**config.mk**
```make
export PLATFORM = sky130hd
export DESIGN_NAME = pipe_adder
export DESIGN_NICKNAME = d
export VERILOG_FILES = /design/src/rtl/adder_pkg.sv /design/src/rtl/pipe_adder_stage.sv /design/src/rtl/pipe_adder.sv
export SDC_FILE = /design/constraint.sdc
export NUM_CORES = 1
export LEC_CHECK = 0
export CAP_MARGIN = 20
export CORE_UTILIZATION = 45
export CTS_BUF_LIST = sky130_fd_sc_hd__clkbuf_4 sky130_fd_sc_hd__clkbuf_8
export CTS_CLUSTER_SIZE = 28
export DETAILED_ROUTE_END_ITERATION = 7
export PLACE_DENSITY = 0.67
export SLEW_MARGIN = 20
export SYNTH_ARGS = -nofsm -noshare
export SYNTH_HDL_FRONTEND = slang
export SYNTH_SLANG_ARGS = --single-unit
```
**constraint.sdc**
```tcl
create_clock -name clk -period 2.9 [get_ports clk]
set_clock_uncertainty 0.1 [all_clocks]
set_input_delay 0.435 -clock clk [delete_from_list [all_inputs] [get_ports clk]]
set_output_delay 0.435 -clock clk [all_outputs]
set_load 0.01 [all_outputs]
```
**src/rtl/adder_pkg.sv**
```systemverilog
// rtl/adder_pkg.sv - shared configuration helpers for the pipelined adder
package adder_pkg;

    function automatic int chunk_width(input int width, input int stages);
        return width / stages;
    endfunction

    function automatic bit cfg_ok(input int width, input int stages);
        return (stages >= 1) && (stages <= width) && ((width % stages) == 0);
    endfunction

endpackage

```
**src/rtl/pipe_adder_stage.sv**
```systemverilog
// rtl/pipe_adder_stage.sv - one CHUNK-bit add slice with a valid/ready register
module pipe_adder_stage #(
    parameter int WIDTH = 16,
    parameter int CHUNK = 4
) (
    input  logic             clk,
    input  logic             rst_n,
    input  logic             valid_i,
    output logic             ready_o,
    input  logic [WIDTH-1:0] acc_i,
    input  logic [WIDTH-1:0] b_i,
    input  logic             carry_i,
    output logic             valid_o,
    input  logic             ready_i,
    output logic [WIDTH-1:0] acc_o,
    output logic [WIDTH-1:0] b_o,
    output logic             carry_o,
    output logic             cmsb_o
);

    logic             valid_q;
    logic [WIDTH-1:0] acc_q;
    logic [WIDTH-1:0] acc_d;
    logic [WIDTH-1:0] b_q;
    logic [WIDTH-1:0] b_d;
    logic             carry_q;
    logic             cmsb_q;
    logic             cmsb_d;
    logic [CHUNK:0]   sum_w;
    logic             advance_w;

    assign advance_w = !valid_q || ready_i;
    assign ready_o   = advance_w;

    assign sum_w = {1'b0, acc_i[CHUNK-1:0]} + {1'b0, b_i[CHUNK-1:0]} + {{CHUNK{1'b0}}, carry_i};

    // acc rotates right one chunk per stage: the consumed a-chunk leaves at the
    // bottom and its sum enters at the top, so after the last stage acc holds the sum.
    assign acc_d  = (acc_i >> CHUNK) | (WIDTH'(sum_w[CHUNK-1:0]) << (WIDTH - CHUNK));
    assign b_d    = (b_i >> CHUNK) | (b_i << (WIDTH - CHUNK));
    assign cmsb_d = acc_i[CHUNK-1] ^ b_i[CHUNK-1] ^ sum_w[CHUNK-1];

    always_ff @(posedge clk or negedge rst_n) begin
        if (!rst_n) begin
            valid_q <= 1'b0;
            acc_q   <= '0;
            b_q     <= '0;
            carry_q <= 1'b0;
            cmsb_q  <= 1'b0;
        end else if (advance_w) begin
            valid_q <= valid_i;
            if (valid_i) begin
                acc_q   <= acc_d;
                b_q     <= b_d;
                carry_q <= sum_w[CHUNK];
                cmsb_q  <= cmsb_d;
            end
        end
    end

    assign valid_o = valid_q;
    assign acc_o   = acc_q;
    assign b_o     = b_q;
    assign carry_o = carry_q;
    assign cmsb_o  = cmsb_q;

endmodule

```
**src/rtl/pipe_adder.sv**
```systemverilog
// rtl/pipe_adder.sv - pipelined WIDTH-bit adder, one chunk per stage, valid/ready both sides
module pipe_adder
    import adder_pkg::*;
#(
    parameter int WIDTH  = 16,
    parameter int STAGES = 4,
    parameter bit SIGNED = 1'b0
) (
    input  logic             clk,
    input  logic             rst_n,
    input  logic             in_valid,
    output logic             in_ready,
    input  logic [WIDTH-1:0] a,
    input  logic [WIDTH-1:0] b,
    input  logic             cin,
    output logic             out_valid,
    input  logic             out_ready,
    output logic [WIDTH-1:0] s,
    output logic             cout,
    output logic             ovf
);

    localparam int CHUNK = chunk_width(WIDTH, STAGES);

    if (!cfg_ok(WIDTH, STAGES)) begin : g_bad_cfg
        $error("pipe_adder: WIDTH must be a multiple of STAGES and 1 <= STAGES <= WIDTH");
    end

    logic [STAGES:0]   valid_w;
    logic [STAGES:0]   ready_w;
    logic [STAGES:0]   carry_w;
    logic [STAGES-1:0] cmsb_w;
    logic [WIDTH-1:0]  acc_w [STAGES+1];
    logic [WIDTH-1:0]  b_w   [STAGES+1];
    logic              unused_w;

    assign valid_w[0]      = in_valid;
    assign acc_w[0]        = a;
    assign b_w[0]          = b;
    assign carry_w[0]      = cin;
    assign ready_w[STAGES] = out_ready;
    assign in_ready        = ready_w[0];

    for (genvar k = 0; k < STAGES; k++) begin : g_stage
        pipe_adder_stage #(
            .WIDTH(WIDTH),
            .CHUNK(CHUNK)
        ) u_stage (
            .clk    (clk),
            .rst_n  (rst_n),
            .valid_i(valid_w[k]),
            .ready_o(ready_w[k]),
            .acc_i  (acc_w[k]),
            .b_i    (b_w[k]),
            .carry_i(carry_w[k]),
            .valid_o(valid_w[k+1]),
            .ready_i(ready_w[k+1]),
            .acc_o  (acc_w[k+1]),
            .b_o    (b_w[k+1]),
            .carry_o(carry_w[k+1]),
            .cmsb_o (cmsb_w[k])
        );
    end

    assign out_valid = valid_w[STAGES];
    assign s         = acc_w[STAGES];
    assign cout      = carry_w[STAGES];
    // Last stage's carry into its top bit is the carry into the word MSB.
    assign ovf       = SIGNED ? (cmsb_w[STAGES-1] ^ carry_w[STAGES]) : 1'b0;
    assign unused_w  = ^{b_w[STAGES], cmsb_w};

endmodule

```
Yosys cells after proc, flatten, opt, wreduce, memory -nomap -nowiden
Cells that the tools add are included.

Bitwise logic cells: 7. Reduce and logical (&&, ||, !) cells: 12. Add/sub/neg operators: 8.

Operators with widths (count): bitwise OR 12 x 16 -> 16 bit (4); adder 4 x 4 -> 5 bit (4); adder 5 x 1 -> 5 bit (4); bitwise OR 12 x 1 -> 12 bit, second input constant (1); bitwise OR 8 x 1 -> 8 bit, second input constant (1); AND reduction 2 bit (4); logical NOT 1 bit (4); logical OR 1 bit (4); bitwise OR 4 x 1 -> 4 bit, second input constant (1).

Word-level logic and storage cells: 42. Output and inout port bits: 20. Register bits after elaboration: 96. Bits of input ports: 37.

Depth between registers and ports, before layout
Depth in word-level cells: 6. Mapped depth: 7. Gate-level depth less buffers: 7.

Hierarchy
A second synthesis with hierarchy kept.

Cells, all modules: 426. Area total of the unflattened synthesis: 6362.4 um^2.

By module, submodules not included: pipe_adder_stage (area each 1587.8 um^2, cells each 106, times used 4); pipe_adder (area each 11.3 um^2, cells each 2, times used 1).

Worst setup path before layout
OpenSTA, ideal clock, no wires.

Path type: register to register. From: register g_stage[1].u_stage.acc_q[0]. To: register g_stage[2].u_stage.carry_q. Setup slack: 1.087 ns. Data required time: 2.673 ns. Data arrival time: 1.587 ns. Cell stages (with the launch flop): 6. Path through: dfrtp_1 > fa_1 > fa_1 > a21o_1 > a21oi_1 > o21ai_0.

Cells in the longest elaborated chain, start to end: 2.

RTL lines: from (decl) (RTL line pipe_adder_stage.sv:22) `logic [WIDTH-1:0] acc_q;`; from (signal assigned) (RTL line pipe_adder_stage.sv:46) `acc_q <= '0;`; from (signal assigned) (RTL line pipe_adder_stage.sv:53) `acc_q <= acc_d;`; adder 4 x 4 -> 5 bit (RTL line pipe_adder_stage.sv:35) `assign sum_w = {1'b0, acc_i[CHUNK-1:0]} + {1'b0, b_i[CHUNK-1:0]} + {{CHUNK{1'b0}}, carry_i};`; adder 5 x 1 -> 5 bit (RTL line pipe_adder_stage.sv:35); to (signal assigned) (RTL line pipe_adder_stage.sv:55) `carry_q <= sum_w[CHUNK];`; to (decl) (RTL line pipe_adder_stage.sv:26) `logic carry_q;`.

Every way passes these cells. A chain may end at the register's enable or synchronous reset.

Final worst setup path
From: input out_ready. To: output in_ready.

Cells in the longest elaborated chain, start to end: 4.

RTL lines: from (decl) (RTL line pipe_adder.sv:17) `input logic out_ready,`; logical OR 1 bit (4 in series) (RTL line pipe_adder_stage.sv:32) `assign advance_w = !valid_q || ready_i;`; to (decl) (RTL line pipe_adder.sv:12) `output logic in_ready,`.

Every way passes these cells.

==> qor.yml <==
htree_num_levels: 3
gp_congestion: 0.769
syn-num-nets: 357
violations: "design-rule violations, negative hold slack"
fillers: 796
worst_slew_margin_rel_pct: 60.3
antenna_found_initial: 0
seq_area_frac_synth_pct: 56.6
num_antenna_cells: 0
clock_sinks: 96
synth_top_area_share_pct: 56.6
wl_mm: 6.61
outcome: "complete, but fails checks"
initial_utilization_pct: 46.1
grt_max_degree: 51
clkTransAtPathRegs_ns: 0.09
cts_tree: "built"
p_leak_nw: 2.21
core_area_sq_um: 9200
start_kind: "input pin"
final_max_slew_viol_count: 0
die_area_sq_um: 9820
finalHoldViolCount: 8
period_share_pct: 82.9
r2r_cells: 5
grt_pass1_wl_mm: 11.2
finalSetupViolCount: 0
die_x_microns: 99.1
synthCells: 300
post_cts_buffers: 0
crit_path_end_kind: "output pin"
vias: 2276
grt_pass1_vias: 2316
hold_ws_ns: -0.00505
wire_per_inst_microns: 14.4
avgSynthCellArea_sq_um: 14.1
num_rows: 35
layout_setup_ws_ns: 0.496
pwr-share-clk_pct: 19.5
worstPathMaxFanout: 4
ys_warn_count: 0
tightest_slew_ns: 0.596
max_freq_mhz: 416
cp.arrival_ns: 1.87
grt.overflow.total: 0
hold_path.class: "input pin to async pin"
power-per-cell-area_nw_per_um2: 840
pin_count: 57
cts-hold-fix-buffers: 0
pwr-share-seq_pct: 48.8
root_buffer: "clkbuf_8"
die_h_microns: 99.1
route.detailed.drc: 1
ff2ff_setup_slack_ns: 0.95
worst_ep_required_time_ns: 2.37
cts.path.max_buffers: 2
finalNetCount: 401
insertion_delay_ns: 0.34
ir_drop_v: 0.000301
drtIter0Drc: 39
via_per_inst: 4.96
layout-drive-gt1-share_pct: 28.4
numCtsBuffers: 9
fin_crit_ns: 2.40
netlist_top_cells_area: "dfrtp_1 (57%), mux2_2 (20%), fa_1 (3.8%)"
p_switching_w: 0.00118
io_buffers: 55
cts_resized: 0
yosysTopAreaCell: "dfrtp_1"
dr.pass1.iters: 6
rsz0062_at_grt: "no"
path_class: "input pin to output pin"
grt_usage_pct: 14.9
area_growth_pct: 16.8
p_int_w: 0.00298
drv_cap: 0
ys_types: 21
p_sw_share_pct: 28.4
pwr-share-comb_pct: 31.8
ys_seq_elements: 96
syn_area_sq_um: 4240
tns_ns: 0
dpl_worst_slack_ns: 0.504
hpwl_mm: 4.48
ant_nets: 0
==> per-stage QoR <==
| stage | power [W] | util, % | cells | hold slack, ns | instance area (sq um) |
|---|---|---|---|---|---|
| after floorplan | 0.00304 | - | 300 | 0.0394 | 4240 |
| after global placement | 0.00336 | 51.9 | 444 | 0.358 | 4780 |
| after detailed placement | 0.00342 | 51.9 | 444 | 0.367 | 4780 |
| after CTS | 0.00423 | 53.9 | 459 | 0.00663 | 4960 |
| after global routing | 0.00447 | 53.9 | 459 | 0.0366 | 4960 |
| final | 0.00416 | 53.9 | 459 | -0.00505 | 4960 |
==> cells in the mapped netlist <==
cell type  count
dfrtp_1       96
mux2_2        75
buf_4         20
nand2_1       19
o21ai_0       15
inv_1         13
ha_1          12
a21o_1         8
a21oi_1        8
fa_1           8
xor2_1         7
buf_6          5
nand2b_1       4
buf_2          2
mux2_1         2
conb_1         1
nand3b_1       1
nand4b_4       1
o21ai_4        1
or2_2          1
xnor2_1        1
==> cell families after synthesis <==
| logic type | Yosys count | synth area share [%] |
|---|---|---|
| flops | 96 | 56.6 |
| compound gates | 32 | 4.51 |
| xor+xnor | 8 | 1.65 |
| buf+inv | 40 | 6.25 |
| other cells | 1 | 0.0884 |
| simple gates | 26 | 3.15 |
| mux | 77 | 20.4 |
| fa+ha+maj | 20 | 7.31 |
==> critical path, cell delays in order <==
cell	delay, ns
clkdlybuf4s50_1	0.43
nand4b_4	0.21
or2_2	0.31
clkdlybuf4s50_1	0.48
==> layer usage <==
metal	vias to the layer above	GRT usage (%)	wire length, microns
li1	1082	-	-
met3	8	2.88	226
met2	43	23.2	3130
met1	1143	20.4	3160
met5	-	0	0
met4	0	6.45	101
==> cells in the final DEF (no fill, tap or decap), drive strengths merged <==
cell	synthesis	layout
clkdlybuf4s50	0	54
xnor2	1	1
a21oi	8	8
fa	8	8
ha	12	12
conb	1	1
a21o	8	8
xor2	7	7
nand3b	1	1
dfrtp	96	96
clkbuf	0	15
buf	27	6
nand2b	4	4
mux2	77	77
nand2	19	19
o21ai	16	16
or2	1	1
nand4b	1	1
inv	13	13
==> worst paths after layout <==
path / start / endpoint
max in group asynchronous: rst_n / g_stage[1].u_stage.acc_o[9]
hold reg to reg: g_stage[0].u_stage.acc_o[14] / g_stage[0].u_stage.acc_o[14]
hold / removal: rst_n / g_stage[0].u_stage.b_o[9]
min in group clk: g_stage[0].u_stage.acc_o[14] / g_stage[0].u_stage.acc_o[14]
setup reg to reg: g_stage[1].u_stage.acc_o[0] / g_stage[2].u_stage.carry_o
setup / recovery: out_ready / in_ready
==> flip-flops by register name, indices dropped and copies added, names as in the netlist <==
name and flops:
g_stage.u_stage.carry_o 4, g_stage.u_stage.valid_o 4, g_stage.u_stage.b_o 24, g_stage.u_stage.acc_o 64
==> layout make-up <==
cell class / count / area, sq um / area share, %
inverter: 13 / 48.8 / 0.984
clock buffer: 15 / 181 / 3.66
sequential: 96 / 2400 / 48.4
timing repair buffer: 60 / 611 / 12.3
tap: 111 / 139 / 2.80
multi-input combinational: 164 / 1580 / 31.8
==> power by group through the flow <==
stage          registers, W  logic [W]  clock network (W)
3_3_place_gp        0.00205    0.00131                  0
2_1_floorplan       0.00199    0.00105                  0
5_1_grt             0.00210    0.00148           0.000889
3_5_place_dp        0.00207    0.00135                  0
4_1_cts             0.00204    0.00135           0.000837
6_report            0.00203    0.00132           0.000810
(Power assumes the default switching activity.)
